<file path="src/rtl/umips_hazard_if.sv">
// Pipeline-to-hazard-unit bundle: decode/execute/memory/writeback status in,
// stall, flush and forwarding controls out.
interface umips_hazard_if;
    logic [4:0] rs_d;
    logic [4:0] rt_d;
    logic       uses_rs_d;
    logic       uses_rt_d;
    logic       branch_d;
    logic       pc_src_d;
    logic       hilo_read_d;
    logic       md_op_d;

    logic [4:0] rs_e;
    logic [4:0] rt_e;
    logic [4:0] write_reg_e;
    logic       reg_write_e;
    logic       mem_to_reg_e;
    logic       md_start_e;
    logic       md_div_e;

    logic [4:0] write_reg_m;
    logic       reg_write_m;
    logic       mem_to_reg_m;
    logic [4:0] write_reg_w;
    logic       reg_write_w;
    logic       imem_ready;
    logic       dmem_ready;

    logic       stall_f;
    logic       stall_d;
    logic       stall_e;
    logic       stall_m;
    logic       flush_d;
    logic       flush_e;
    logic [1:0] fwd_a_e;
    logic [1:0] fwd_b_e;
    logic       fwd_a_d;
    logic       fwd_b_d;
    logic       md_busy;

    modport master (
        output rs_d, rt_d, uses_rs_d, uses_rt_d, branch_d, pc_src_d, hilo_read_d, md_op_d,
        output rs_e, rt_e, write_reg_e, reg_write_e, mem_to_reg_e, md_start_e, md_div_e,
        output write_reg_m, reg_write_m, mem_to_reg_m, write_reg_w, reg_write_w,
        output imem_ready, dmem_ready,
        input  stall_f, stall_d, stall_e, stall_m, flush_d, flush_e,
        input  fwd_a_e, fwd_b_e, fwd_a_d, fwd_b_d, md_busy
    );

    modport slave (
        input  rs_d, rt_d, uses_rs_d, uses_rt_d, branch_d, pc_src_d, hilo_read_d, md_op_d,
        input  rs_e, rt_e, write_reg_e, reg_write_e, mem_to_reg_e, md_start_e, md_div_e,
        input  write_reg_m, reg_write_m, mem_to_reg_m, write_reg_w, reg_write_w,
        input  imem_ready, dmem_ready,
        output stall_f, stall_d, stall_e, stall_m, flush_d, flush_e,
        output fwd_a_e, fwd_b_e, fwd_a_d, fwd_b_d, md_busy
    );
endinterface

</file>
<file path="src/rtl/umips_hazard.sv">
// Five-stage MIPS hazard unit: operand forwarding, load-use/branch/HI-LO
// interlocks, redirect and memory-wait stalls, plus the mult/div busy timer.
module umips_hazard #(
    parameter int MULT_CYCLES = 4,
    parameter int DIV_CYCLES  = 32
) (
    input logic           clk,
    input logic           rst,
    umips_hazard_if.slave hz
);

    logic [5:0] md_cnt_q;
    logic [5:0] md_cnt_d;
    logic       md_busy;
    logic       lw_stall;
    logic       br_stall;
    logic       md_stall;
    logic       data_stall;
    logic       mem_stall;
    logic       stall_f, stall_d, stall_e, stall_m, flush_d, flush_e;
    logic [1:0] fwd_a_e, fwd_b_e;
    logic       fwd_a_d, fwd_b_d;

    function automatic logic match(input logic rw, input logic [4:0] wr, input logic [4:0] src);
        return rw && (wr != 5'd0) && (wr == src);
    endfunction

    assign md_busy = (md_cnt_q != 6'd0);

    always_comb begin
        lw_stall   = 1'b0;
        br_stall   = 1'b0;
        md_stall   = 1'b0;
        data_stall = 1'b0;
        mem_stall  = 1'b0;
        stall_f    = 1'b0;
        stall_d    = 1'b0;
        stall_e    = 1'b0;
        stall_m    = 1'b0;
        flush_d    = 1'b0;
        flush_e    = 1'b0;
        fwd_a_e    = 2'b00;
        fwd_b_e    = 2'b00;
        fwd_a_d    = 1'b0;
        fwd_b_d    = 1'b0;

        if (match(hz.reg_write_m, hz.write_reg_m, hz.rs_e))      fwd_a_e = 2'b10;
        else if (match(hz.reg_write_w, hz.write_reg_w, hz.rs_e)) fwd_a_e = 2'b01;
        if (match(hz.reg_write_m, hz.write_reg_m, hz.rt_e))      fwd_b_e = 2'b10;
        else if (match(hz.reg_write_w, hz.write_reg_w, hz.rt_e)) fwd_b_e = 2'b01;

        // A load result in M is not available yet, so decode-stage forwarding excludes it.
        fwd_a_d = match(hz.reg_write_m, hz.write_reg_m, hz.rs_d) && !hz.mem_to_reg_m;
        fwd_b_d = match(hz.reg_write_m, hz.write_reg_m, hz.rt_d) && !hz.mem_to_reg_m;

        lw_stall = hz.mem_to_reg_e &&
                   ((hz.uses_rs_d && match(hz.reg_write_e, hz.write_reg_e, hz.rs_d)) ||
                    (hz.uses_rt_d && match(hz.reg_write_e, hz.write_reg_e, hz.rt_d)));
        br_stall = hz.branch_d &&
                   (match(hz.reg_write_e, hz.write_reg_e, hz.rs_d) ||
                    match(hz.reg_write_e, hz.write_reg_e, hz.rt_d) ||
                    (hz.mem_to_reg_m &&
                     (match(hz.reg_write_m, hz.write_reg_m, hz.rs_d) ||
                      match(hz.reg_write_m, hz.write_reg_m, hz.rt_d))));
        md_stall   = md_busy && (hz.hilo_read_d || hz.md_op_d);
        data_stall = lw_stall || br_stall || md_stall;
        mem_stall  = !hz.dmem_ready;

        // Redirects are dropped while decode is held; they resurface once the hold clears.
        if (mem_stall) begin
            stall_f = 1'b1;
            stall_d = 1'b1;
            stall_e = 1'b1;
            stall_m = 1'b1;
        end else if (data_stall) begin
            stall_f = 1'b1;
            stall_d = 1'b1;
            flush_e = 1'b1;
        end else begin
            stall_f = !hz.imem_ready;
            flush_d = hz.pc_src_d || !hz.imem_ready;
        end
    end

    always_comb begin
        md_cnt_d = md_cnt_q;
        if (hz.md_start_e && !stall_e)
            md_cnt_d = hz.md_div_e ? 6'(DIV_CYCLES) : 6'(MULT_CYCLES);
        else if (md_cnt_q != 6'd0)
            md_cnt_d = md_cnt_q - 6'd1;
    end

    always_ff @(posedge clk or negedge rst) begin
        if (!rst) md_cnt_q <= 6'd0;
        else      md_cnt_q <= md_cnt_d;
    end

    assign hz.stall_f = rst && stall_f;
    assign hz.stall_d = rst && stall_d;
    assign hz.stall_e = rst && stall_e;
    assign hz.stall_m = rst && stall_m;
    assign hz.flush_d = rst && flush_d;
    assign hz.flush_e = rst && flush_e;
    assign hz.fwd_a_e = rst ? fwd_a_e : 2'b00;
    assign hz.fwd_b_e = rst ? fwd_b_e : 2'b00;
    assign hz.fwd_a_d = rst && fwd_a_d;
    assign hz.fwd_b_d = rst && fwd_b_d;
    assign hz.md_busy = md_busy;

endmodule

</file>
<file path="src/flat_wrapper.sv">
// flat-port wrapper written by rule: the top's interface ports become plain ports
module umips_hazard_flat 
#(
    parameter int MULT_CYCLES = 4,
    parameter int DIV_CYCLES  = 32
)
  (clk, rst, hz_rs_d, hz_rt_d, hz_uses_rs_d, hz_uses_rt_d, hz_branch_d, hz_pc_src_d, hz_hilo_read_d, hz_md_op_d, hz_rs_e, hz_rt_e, hz_write_reg_e, hz_reg_write_e, hz_mem_to_reg_e, hz_md_start_e, hz_md_div_e, hz_write_reg_m, hz_reg_write_m, hz_mem_to_reg_m, hz_write_reg_w, hz_reg_write_w, hz_imem_ready, hz_dmem_ready, hz_stall_f, hz_stall_d, hz_stall_e, hz_stall_m, hz_flush_d, hz_flush_e, hz_fwd_a_e, hz_fwd_b_e, hz_fwd_a_d, hz_fwd_b_d, hz_md_busy);
  umips_hazard_if hz_i ();
  input logic clk;
  input logic rst;
  input wire logic [$bits(hz_i.rs_d)-1:0] hz_rs_d;
  input wire logic [$bits(hz_i.rt_d)-1:0] hz_rt_d;
  input wire logic [$bits(hz_i.uses_rs_d)-1:0] hz_uses_rs_d;
  input wire logic [$bits(hz_i.uses_rt_d)-1:0] hz_uses_rt_d;
  input wire logic [$bits(hz_i.branch_d)-1:0] hz_branch_d;
  input wire logic [$bits(hz_i.pc_src_d)-1:0] hz_pc_src_d;
  input wire logic [$bits(hz_i.hilo_read_d)-1:0] hz_hilo_read_d;
  input wire logic [$bits(hz_i.md_op_d)-1:0] hz_md_op_d;
  input wire logic [$bits(hz_i.rs_e)-1:0] hz_rs_e;
  input wire logic [$bits(hz_i.rt_e)-1:0] hz_rt_e;
  input wire logic [$bits(hz_i.write_reg_e)-1:0] hz_write_reg_e;
  input wire logic [$bits(hz_i.reg_write_e)-1:0] hz_reg_write_e;
  input wire logic [$bits(hz_i.mem_to_reg_e)-1:0] hz_mem_to_reg_e;
  input wire logic [$bits(hz_i.md_start_e)-1:0] hz_md_start_e;
  input wire logic [$bits(hz_i.md_div_e)-1:0] hz_md_div_e;
  input wire logic [$bits(hz_i.write_reg_m)-1:0] hz_write_reg_m;
  input wire logic [$bits(hz_i.reg_write_m)-1:0] hz_reg_write_m;
  input wire logic [$bits(hz_i.mem_to_reg_m)-1:0] hz_mem_to_reg_m;
  input wire logic [$bits(hz_i.write_reg_w)-1:0] hz_write_reg_w;
  input wire logic [$bits(hz_i.reg_write_w)-1:0] hz_reg_write_w;
  input wire logic [$bits(hz_i.imem_ready)-1:0] hz_imem_ready;
  input wire logic [$bits(hz_i.dmem_ready)-1:0] hz_dmem_ready;
  output wire logic [$bits(hz_i.stall_f)-1:0] hz_stall_f;
  output wire logic [$bits(hz_i.stall_d)-1:0] hz_stall_d;
  output wire logic [$bits(hz_i.stall_e)-1:0] hz_stall_e;
  output wire logic [$bits(hz_i.stall_m)-1:0] hz_stall_m;
  output wire logic [$bits(hz_i.flush_d)-1:0] hz_flush_d;
  output wire logic [$bits(hz_i.flush_e)-1:0] hz_flush_e;
  output wire logic [$bits(hz_i.fwd_a_e)-1:0] hz_fwd_a_e;
  output wire logic [$bits(hz_i.fwd_b_e)-1:0] hz_fwd_b_e;
  output wire logic [$bits(hz_i.fwd_a_d)-1:0] hz_fwd_a_d;
  output wire logic [$bits(hz_i.fwd_b_d)-1:0] hz_fwd_b_d;
  output wire logic [$bits(hz_i.md_busy)-1:0] hz_md_busy;
  assign hz_i.rs_d = hz_rs_d;
  assign hz_i.rt_d = hz_rt_d;
  assign hz_i.uses_rs_d = hz_uses_rs_d;
  assign hz_i.uses_rt_d = hz_uses_rt_d;
  assign hz_i.branch_d = hz_branch_d;
  assign hz_i.pc_src_d = hz_pc_src_d;
  assign hz_i.hilo_read_d = hz_hilo_read_d;
  assign hz_i.md_op_d = hz_md_op_d;
  assign hz_i.rs_e = hz_rs_e;
  assign hz_i.rt_e = hz_rt_e;
  assign hz_i.write_reg_e = hz_write_reg_e;
  assign hz_i.reg_write_e = hz_reg_write_e;
  assign hz_i.mem_to_reg_e = hz_mem_to_reg_e;
  assign hz_i.md_start_e = hz_md_start_e;
  assign hz_i.md_div_e = hz_md_div_e;
  assign hz_i.write_reg_m = hz_write_reg_m;
  assign hz_i.reg_write_m = hz_reg_write_m;
  assign hz_i.mem_to_reg_m = hz_mem_to_reg_m;
  assign hz_i.write_reg_w = hz_write_reg_w;
  assign hz_i.reg_write_w = hz_reg_write_w;
  assign hz_i.imem_ready = hz_imem_ready;
  assign hz_i.dmem_ready = hz_dmem_ready;
  assign hz_stall_f = hz_i.stall_f;
  assign hz_stall_d = hz_i.stall_d;
  assign hz_stall_e = hz_i.stall_e;
  assign hz_stall_m = hz_i.stall_m;
  assign hz_flush_d = hz_i.flush_d;
  assign hz_flush_e = hz_i.flush_e;
  assign hz_fwd_a_e = hz_i.fwd_a_e;
  assign hz_fwd_b_e = hz_i.fwd_b_e;
  assign hz_fwd_a_d = hz_i.fwd_a_d;
  assign hz_fwd_b_d = hz_i.fwd_b_d;
  assign hz_md_busy = hz_i.md_busy;
  umips_hazard #(.MULT_CYCLES(MULT_CYCLES), .DIV_CYCLES(DIV_CYCLES)) u_core (.clk(clk), .rst(rst), .hz(hz_i));
endmodule
</file>
<file path="config.mk">
export PLATFORM = sky130hd
export DESIGN_NAME = umips_hazard_flat
export DESIGN_NICKNAME = d
export VERILOG_FILES = /design/src/rtl/umips_hazard_if.sv /design/src/rtl/umips_hazard.sv /design/src/flat_wrapper.sv
export SDC_FILE = /design/constraint.sdc
export NUM_CORES = 1
export LEC_CHECK = 0
export CAP_MARGIN = 25
export CORE_UTILIZATION = 39
export DETAILED_ROUTE_END_ITERATION = 8
export PLACE_DENSITY = 0.86
export SETUP_SLACK_MARGIN = 0.2
export SLEW_MARGIN = 20
export SYNTH_ARGS = -nofsm -noshare
export SYNTH_HDL_FRONTEND = slang
export SYNTH_SLANG_ARGS = --single-unit
</file>
<file path="constraint.sdc">
create_clock -name clk -period 3.7 [get_ports clk]
set_input_delay 0.74 -clock clk [delete_from_list [all_inputs] [get_ports clk]]
set_output_delay 0.74 -clock clk [all_outputs]
set_load 0.05 [all_outputs]
</file>
# Yosys cells after proc, flatten, opt, wreduce, memory -nomap -nowiden
# Cells that the tools add are included.
[totals]
output_inout_bits = 13
word_cells = 69
ff_bits = 6
inputBits = 52
[op_classes]
n_reduce_logical = 42
add_sub_neg = 1
muxes = 17
eq_ne = 8
[op_table]
columns = ["op", "count"]
rows = [
  ["$eq A5 B5 Y1", 8],
  ["$logic_and A1 B1 Y1", 27],
  ["$mux W6", 3],
  ["$reduce_bool A5 Y1", 3],
  ["$mux W1", 10],
  ["$logic_or A1 B1 Y1", 8],
  ["$mux W2", 4],
  ["$reduce_bool A6 Y1", 1],
  ["$sub A6 B1 Y6 const B", 1],
  ["$logic_not A1 Y1", 2],
  ["$reduce_bool A2 Y1", 1],
]

# Longest topological paths before layout
# Gate-level depths: netlist of run 1.
[depth]
word_depth = 12
depth_mapped = 7
depth_no_buf = 7

# Worst setup path before layout of run 1
# No wires, ideal clock.
[synth_timing]
path_type = "input to output"
start = "input port hz_write_reg_m[3]"
end = "output port hz_fwd_a_e[0]"
required_ps = 2960
n_path_buf = 1
t_arrival_ps = 3233
slack_ps = -273
path_stages = 5
cell_sequence = "buf_2 or4_4 o21ai_4 nor4_1 nor4_1"
[synth_between]
elab_chain_len = 5
elab_cells_between_ends = 6
cone_classes = "eq/ne: 1; mux: 2; reduce/logical: 3"
[synth_rtl]
columns = ["item", "line_no", "source"]
rows = [
  ["start: declaration", "flat_wrapper.sv:26", "input wire logic [$bits(hz_i.write_reg_m)-1:0] hz_write_reg_m;"],
  ["$reduce_bool A5 Y1", "umips_hazard.sv:25", "return rw && (wr != 5'd0) && (wr == src);"],
  ["$logic_and A1 B1 Y1", "umips_hazard.sv:25", ""],
  ["$logic_and A1 B1 Y1 *", "umips_hazard.sv:25", ""],
  ["$mux W2 *", "umips_hazard.sv:47", "if (match(hz.reg_write_m, hz.write_reg_m, hz.rs_e)) fwd_a_e = 2'b10;"],
  ["$mux W2 *", "umips_hazard.sv:104", "assign hz.fwd_a_e = rst ? fwd_a_e : 2'b00;"],
  ["end: declaration", "flat_wrapper.sv:39", "output wire logic [$bits(hz_i.fwd_a_e)-1:0] hz_fwd_a_e;"],
]
# Every way passes the cells marked *; elsewhere a longest branch is shown, timed or not.

# Final worst setup path of run 1
[layout_timing]
start = "input port hz_write_reg_m[1]"
end = "output port hz_stall_f"
[layout_between]
elab_chain_len = 12
elab_cells_between_ends = 15
cone_classes = "eq/ne: 2; mux: 2; reduce/logical: 11"
[layout_rtl]
columns = ["item", "line_no", "source"]
rows = [
  ["$reduce_bool A5 Y1", "umips_hazard.sv:25", ""],
  ["$logic_and A1 B1 Y1 (2 in a row)", "umips_hazard.sv:25", ""],
  ["$logic_or A1 B1 Y1 *", "umips_hazard.sv:63", "(match(hz.reg_write_m, hz.write_reg_m, hz.rs_d) ||"],
  ["$logic_and A1 B1 Y1 *", "umips_hazard.sv:62", "(hz.mem_to_reg_m &&"],
  ["$logic_or A1 B1 Y1 *", "umips_hazard.sv:61", "match(hz.reg_write_e, hz.write_reg_e, hz.rt_d) ||"],
  ["$logic_and A1 B1 Y1 *", "umips_hazard.sv:59", "br_stall = hz.branch_d &&"],
  ["$logic_or A1 B1 Y1 * (2 in a row)", "umips_hazard.sv:66", "data_stall = lw_stall || br_stall || md_stall;"],
  ["$mux W1 *", "umips_hazard.sv:75", "end else if (data_stall) begin"],
  ["$mux W1 *", "umips_hazard.sv:70", "if (mem_stall) begin"],
  ["$logic_and A1 B1 Y1 *", "umips_hazard.sv:98", "assign hz.stall_f = rst && stall_f;"],
  ["end: declaration", "flat_wrapper.sv:33", "output wire logic [$bits(hz_i.stall_f)-1:0] hz_stall_f;"],
]
# Marked as above.

==> results of run 1 <==
-- final timing paths --
check,cells past startpoint,slack [ns],end
hold / removal,2,0.55,u_core.md_cnt_q[3]$_DFFE_PN0P_
min in group asynchronous,2,0.86,u_core.md_cnt_q[3]$_DFFE_PN0P_
setup / recovery,8,0.31,hz_stall_f
setup reg to reg,6,2.06,u_core.md_cnt_q[1]$_DFFE_PN0P_
hold reg to reg,2,0.55,u_core.md_cnt_q[3]$_DFFE_PN0P_
max in group asynchronous,2,2.72,u_core.md_cnt_q[2]$_DFFE_PN0P_
-- logic make-up (layout without fill, tap and decap cells) --
logic type      count (synthesis)  after routing  share of synthesized area
fa+ha+maj                       1              1                     0.0126
simple gates                   51             51                      0.289
buf+inv                        10             80                     0.0517
xor+xnor                       45             45                      0.397
compound gates                 12             12                     0.0984
flops                           6              6                      0.151
-- area by class of cell --
class | count | area share
multi-input cells | 109 | 0.455
repair buffers | 74 | 0.424
flip-flops and latches | 6 | 0.0824
well taps | 28 | 0.0192
clock buffers | 3 | 0.0124
inverters | 3 | 0.00618
-- critical path: cells and delay by family --
kind | cells | cell delay [ns]
AND/OR/NAND/NOR | 2 | 0.27
XOR/XNOR | 1 | 0.30
buffers and inverters | 3 | 0.92
AO/OA/AOI/OAI | 2 | 0.40
-- report_power, final --
group	switching, uW	internal (uW)
Sequential	27.8	97.7
Combinational	164	162
Clock	25.3	36.8
-- metrics by stage --
stage / std cells / total power [uW] / instance area (um2)
2_1_floorplan: 125 / 320 / 1020
3_3_place_gp: 216 / 431 / 1740
3_5_place_dp: 216 / 442 / 1740
4_1_cts: 220 / 510 / 1760
5_1_grt: 223 / 559 / 1820
6_report: 223 / 513 / 1820
-- metal layers --
layer  up-vias  track usage  part of all wire
met3         4       0.0522             0.072
met2        66        0.414              0.50
met4         0       0.0789            0.0080
met5         -            0                 0
li1        572            -                 -
met1       519        0.253              0.42
-- cells in the final DEF, fill, tap and decap left out, types with 3 or more instances in the layout --
| cell | instances |
|---|---|
| nor4_1 | 4 |
| xnor2_1 | 12 |
| inv_1 | 3 |
| nor4_2 | 3 |
| dlymetal6s2s_1 | 6 |
| dfrtp_1 | 6 |
| clkbuf_4 | 3 |
| nand2_1 | 7 |
| clkdlybuf4s50_1 | 46 |
| nor3_2 | 3 |
| nand3_1 | 6 |
| buf_12 | 5 |
| o211ai_1 | 3 |
| buf_4 | 13 |
| and2_1 | 3 |
| xor2_1 | 33 |
| nor3_1 | 4 |
| or4_1 | 3 |
| nor2_1 | 10 |
-- timing repair --
| action | 4_1_cts | 5_1_grt |
|---|---|---|
| pin swaps | 2 | 8 |
| setup buffers | 1 | 3 |
| setup endpoints to repair | 2 | 3 |
| resized for setup | 2 | 11 |
==> flow_summary.toml, run 1 <==
[cts]
cts.path.max_buffers = 2
cts-root-buf = "clkbuf_4"
hold_buffers = 0
htreeDepth = 1
numCtsBuffers = 3
clock_latency_ns = 0.25
cts_tree = "built"
clock_sinks = 6
clk_pin_slew_worst_paths_ns = 0.05

[die]
die_y_um = 52.4
rows = 17
coreArea_mm2 = 0.00230
io_pins = 65
start_util = 0.432
die_w_um = 52.4
die-area_mm2 = 0.00275

[synthesis]
avgSynthCellArea_um2 = 7.94
synth_edf_count = 0
synth_top_area_frac = 0.291
synth_cell_types = 35
ys_top_cells_by_count = "xor2_1 (33), xnor2_1 (12), nor2_1 (10), nand2_1 (7)"
synth-seq-cells = 6
synthArstFlopShare = 1.00
yosysMostFrequentCell = "xor2_1"
synth_area_um2 = 992
yosysWarnings = 0
yosys_most_used_dff = "dfrtp_1"
yosys-top-cells-area = "xor2_1 (29%), dfrtp_1 (15%), xnor2_1 (11%)"
syn-num-nets = 178
syn_inst = 125
yosys.area.top_type = "xor2_1"
ys_seq_area_frac = 0.151

[critical_path]
path_max_fanout = 5
crit_top_cell = "buf_4"
worstSetupStartpointType = "input pin"
crit_path_max_incr_delay_ns = 0.57
cpMaxStageDelayCell = "clkdlybuf4s50_1"
required_ns = 2.96
critPathArrivalTime_ns = 2.65
startpoint = "hz_write_reg_m[1]"
endpoint_kind = "primary output"
cp_cell_sequence = "clkdlybuf4s50_1 -> xnor2_1 -> nand3_1 -> a211oi_2 -> nor4_2 -> buf_4 -> a21boi_1 -> buf_4"
rr_startpoint = "u_core.md_cnt_q[0]$_DFFE_PN0P_"
criticalPathCategory = "in2out"

[power]
worst_ir_drop_vdd_uv = 237
power_density_mw_per_mm2 = 282
p_leak_uw = 0.000761

[final_layout]
diodes = 0
nFillCells = 152
synthToLayoutAreaGrowth_pct = 83.6
largest_register_ffs = 6
finish.utilization = 0.793
seq_area_um2 = 150
multiInputGateArea_um2 = 830
largest_register = "u_core.md_cnt_q"
drive_above_1_share = 0.179
final_nets = 250
top_regs = "u_core.md_cnt_q: 6 flops"

[sta]
fin_worst_skew_ns = 0.00112
min_period_ns = 3.39
final_hold_viol_count = 0
fmax_mhz = 295
rsz0062_at_grt = "false"
fin_ws_ns = 0.313
tightest_slew_ns = 0.490
timing.hold.ws_ns = 0.554
slew_headroom = 0.673
finalMaxSlewViolations = 0
period_share = 0.915
finalSetupViolCount = 0
setup_tns_ns = 0

[global_routing]
track_usage = 0.227
gr-total-overflow = 0
grt_pass1_wl_um = 4690
grt_max_degree = 10
antenna_found_initial = 0
grt_pass1_vias = 1138

[detailed_routing]
wirelength_um = 3110
post_drt_wl_per_cell_um = 13.9
vias_per_cell = 5.21
drt_iter0_markers = 16
ant_nets = 0
dr.pass1.iters = 4
drc = 0
vias = 1161

[placement]
globalplace.congestion = 0.856
hpwlAfterDp_um = 2600
numPortBuffers = 64
place_ws_ns = 0.0752

[worst_hold_path]
hp-class = "reg2reg"
min_from = "u_core.md_cnt_q[3]$_DFFE_PN0P_"

[job]
max-cap-violations = 0

[status]
status = "completed"
(Power assumes the default switching activity.)
==> inputs of run 2 (changes only) <==
--- a/config.mk
+++ b/config.mk
@@ -5,9 +5,10 @@
 export SDC_FILE = /design/constraint.sdc
 export NUM_CORES = 1
 export LEC_CHECK = 0
-export CAP_MARGIN = 25
 export CORE_UTILIZATION = 39
+export CTS_CLUSTER_SIZE = 40
 export DETAILED_ROUTE_END_ITERATION = 8
+export GPL_ROUTABILITY_DRIVEN = 0
 export PLACE_DENSITY = 0.86
 export SETUP_SLACK_MARGIN = 0.2
 export SLEW_MARGIN = 20
==> results of run 2 <==
Final layout, timing and power as in run 1 (identical DEF).
==> inputs of run 3 (changes only) <==
--- a/config.mk
+++ b/config.mk
@@ -5,11 +5,13 @@
 export SDC_FILE = /design/constraint.sdc
 export NUM_CORES = 1
 export LEC_CHECK = 0
+export ABC_AREA = 1
+export ABC_CLOCK_PERIOD_IN_PS = 3700
 export CORE_UTILIZATION = 39
 export CTS_CLUSTER_SIZE = 40
 export DETAILED_ROUTE_END_ITERATION = 8
 export GPL_ROUTABILITY_DRIVEN = 0
-export PLACE_DENSITY = 0.86
+export PLACE_DENSITY = 0.83
 export SETUP_SLACK_MARGIN = 0.2
 export SLEW_MARGIN = 20
 export SYNTH_ARGS = -nofsm -noshare
==> run 3 against run 2 <==
Routed wire length fell by 0.55%. Clock skew rose by 0.0029 ns. Utilization fell by 8.0 points. Largest power group unchanged. Critical path type unchanged. Sequential cell count did not move.
==> flow_summary.toml, run 3 <==
[synthesis]
syn-num-nets = 234
yosys-top-cells-area = "xor2_1 (14%), dfrtp_1 (14%), nand2_1 (14%)"
synthArstFlopShare = 1.00
yosysMostFrequentCell = "nand2_1"
avgSynthCellArea_um2 = 6.14
yosys.area.top_type = "xor2_1"
syn_inst = 181
synth_cell_types = 31
yosysWarnings = 0
synth-seq-cells = 6
ys_top_cells_by_count = "nand2_1 (40), inv_1 (32), xor2_1 (18), nor2_1 (17), xnor2_1 (9)"
yosys_most_used_dff = "dfrtp_1"
synth_edf_count = 0
synth_area_mm2 = 0.00111
synth_top_area_frac = 0.142
ys_seq_area_frac = 0.135

[cts]
numCtsBuffers = 3
clock_sinks = 6
postCtsSetupBuffers = 0
cts_resized = 0
clk_pin_slew_worst_paths_ns = 0.04
cts_tree = "built"
hold_buffers = 0
htreeDepth = 1
cts-root-buf = "clkbuf_4"
cts.path.max_buffers = 2
clock_latency_ns = 0.24

[sta]
rsz0062_at_grt = "false"
finalSetupViolCount = 0
fmax_mhz = 312
period_share = 0.865
finalMaxSlewViolations = 0
slew_headroom = 0.674
setup_tns_ns = 0
final_hold_viol_count = 0
tightest_slew_ns = 0.487
min_period_ns = 3.20
fin_worst_skew_ns = 0.00397

[critical_path]
ff2ff_setup_slack_ns = 2.17
critPathArrivalTime_ns = 2.46
reg2reg_to = "u_core.md_cnt_q[2]$_DFFE_PN0P_"
path_max_fanout = 5
endpoint_kind = "primary output"
worstSetupStartpointType = "input pin"
rr_startpoint = "u_core.md_cnt_q[0]$_DFFE_PN0P_"
criticalPathCategory = "in2out"
reg2regPathDepth = 9
required_ns = 2.96

[detailed_routing]
vias_per_cell = 4.86
dr.pass1.iters = 4
vias = 1342
ant_nets = 0
drt_iter0_markers = 41
drc = 0
post_drt_wl_per_cell_um = 11.2
wirelength_um = 3090

[final_layout]
final_common_cell = "clkdlybuf4s50_1"
largest_register = "u_core.md_cnt_q"
nFillCells = 218
fin_cells = 276
largest_register_ffs = 6
drive_above_1_share = 0.134
most-common-layout-cells = "clkdlybuf4s50_1 (52), nand2_1 (40), inv_1 (32), xor2_1 (18), nor2_1 (17)"
seq_area_um2 = 150
final_nets = 301
top_regs = "u_core.md_cnt_q: 6 flops"
diodes = 0
multiInputGateArea_um2 = 803
synthToLayoutAreaGrowth_pct = 66.2

[global_routing]
grt_pass1_vias = 1286
top_usage_layer = "met2"
grt_pass1_wl_um = 5350
antenna_found_initial = 0
track_usage = 0.211
grt_max_degree = 8
grt.met3_usage = 0.0328
gr-usage-met1 = 0.252
grt_use_met2 = 0.386
gr-total-overflow = 0

[job]
max-cap-violations = 0

[worst_hold_path]
hp-class = "reg2reg"
min_from = "u_core.md_cnt_q[0]$_DFFE_PN0P_"
min_to = "u_core.md_cnt_q[0]$_DFFE_PN0P_"
whs_path_depth = 1

[die]
die_w_um = 55.4
die-area_mm2 = 0.00307
die_y_um = 55.4
rows = 18
coreArea_mm2 = 0.00259
io_pins = 65
start_util = 0.429

[power]
power_density_mw_per_mm2 = 284
worst_ir_drop_vdd_uv = 310
p_leak_uw = 0.000869

[placement]
post-place-cells = 273
numPortBuffers = 64
hpwlAfterDp_um = 2770

[status]
status = "completed"
run 3: cell count changes after synthesis, sizes merged, moves of 3 or more:
cell / previous run / this run
nand4: 0 / 4
a21oi: 1 / 7
nand3: 6 / 11
xnor2: 12 / 9
inv: 3 / 34
clkbuf: 3 / 0
xor2: 33 / 18
nor2: 10 / 19
nand2: 7 / 45
nor3: 7 / 4
or2: 0 / 3
nor4: 7 / 3
or4: 5 / 0
run 3: how the worst max path moves through the flow:
| stage | startpoint | end | cells past startpoint |
|---|---|---|---|
| 6_report | hz_write_reg_m[2] | hz_fwd_b_e[1] | 7 |
| 5_1_grt | hz_write_reg_e[1] | hz_flush_e | 10 |
| 4_1_cts | hz_write_reg_e[1] | hz_flush_e | 10 |
| 3_5_place_dp | hz_write_reg_e[1] | hz_flush_e | 10 |
| 3_3_place_gp | hz_write_reg_m[2] | hz_fwd_b_e[1] | 7 |
| 2_1_floorplan | hz_write_reg_m[2] | hz_fwd_b_e[0] | 6 |
run 3: cells by family (layout without fill, tap and decap cells):
logic type      count (synthesis)  in the layout  share of synthesized area
fa+ha+maj                       1              1                     0.0113
compound gates                 19             19                      0.113
flops                           6              6                      0.135
simple gates                   91             91                      0.386
buf+inv                        37            102                      0.142
xor+xnor                       27             27                      0.213
run 3: worst max-delay path: stages:
cell             delay [ns]
clkdlybuf4s50_1        0.54
xor2_1                 0.21
or2_1                  0.21
nor4_1                 0.31
inv_1                  0.09
nor2_1                 0.19
buf_12                 0.16
run 3: stage by stage:
| stage | area, um2 | hold WS [ns] | total power, uW | util | worst slack (ns) |
|---|---|---|---|---|---|
| 5_1_grt | 1850 | 0.553 | 571 | 0.713 | 0.328 |
| 6_report | 1850 | 0.512 | 525 | 0.713 | 0.499 |
| 3_3_place_gp | 1820 | 0.479 | 452 | 0.704 | 0.533 |
| 4_1_cts | 1850 | 0.507 | 524 | 0.713 | 0.503 |
| 2_1_floorplan | 1110 | 0.444 | 324 | - | 0.347 |
| 3_5_place_dp | 1820 | 0.501 | 464 | 0.704 | 0.528 |
run 3: power by group:
group / leakage [uW] / switching (uW) / internal (uW)
Combinational: 0.000781 / 185 / 159
Clock: 0.0000138 / 22.9 / 36.6
Sequential: 0.0000742 / 23.0 / 98.5
Total: 0.000869 / 231 / 294
run 3: final cells by class:
type,instances,area share
tap,30,0.0203
multi-input combinational,138,0.435
sequential,6,0.0813
timing repair buffer,65,0.382
clock buffer,3,0.0122
inverter,34,0.0691
run 3: per-layer routing:
layer	share of wire	routed length (um)
met1	0.44	1370
met2	0.50	1540
met3	0.051	157
met4	0.0081	25
met5	0	0
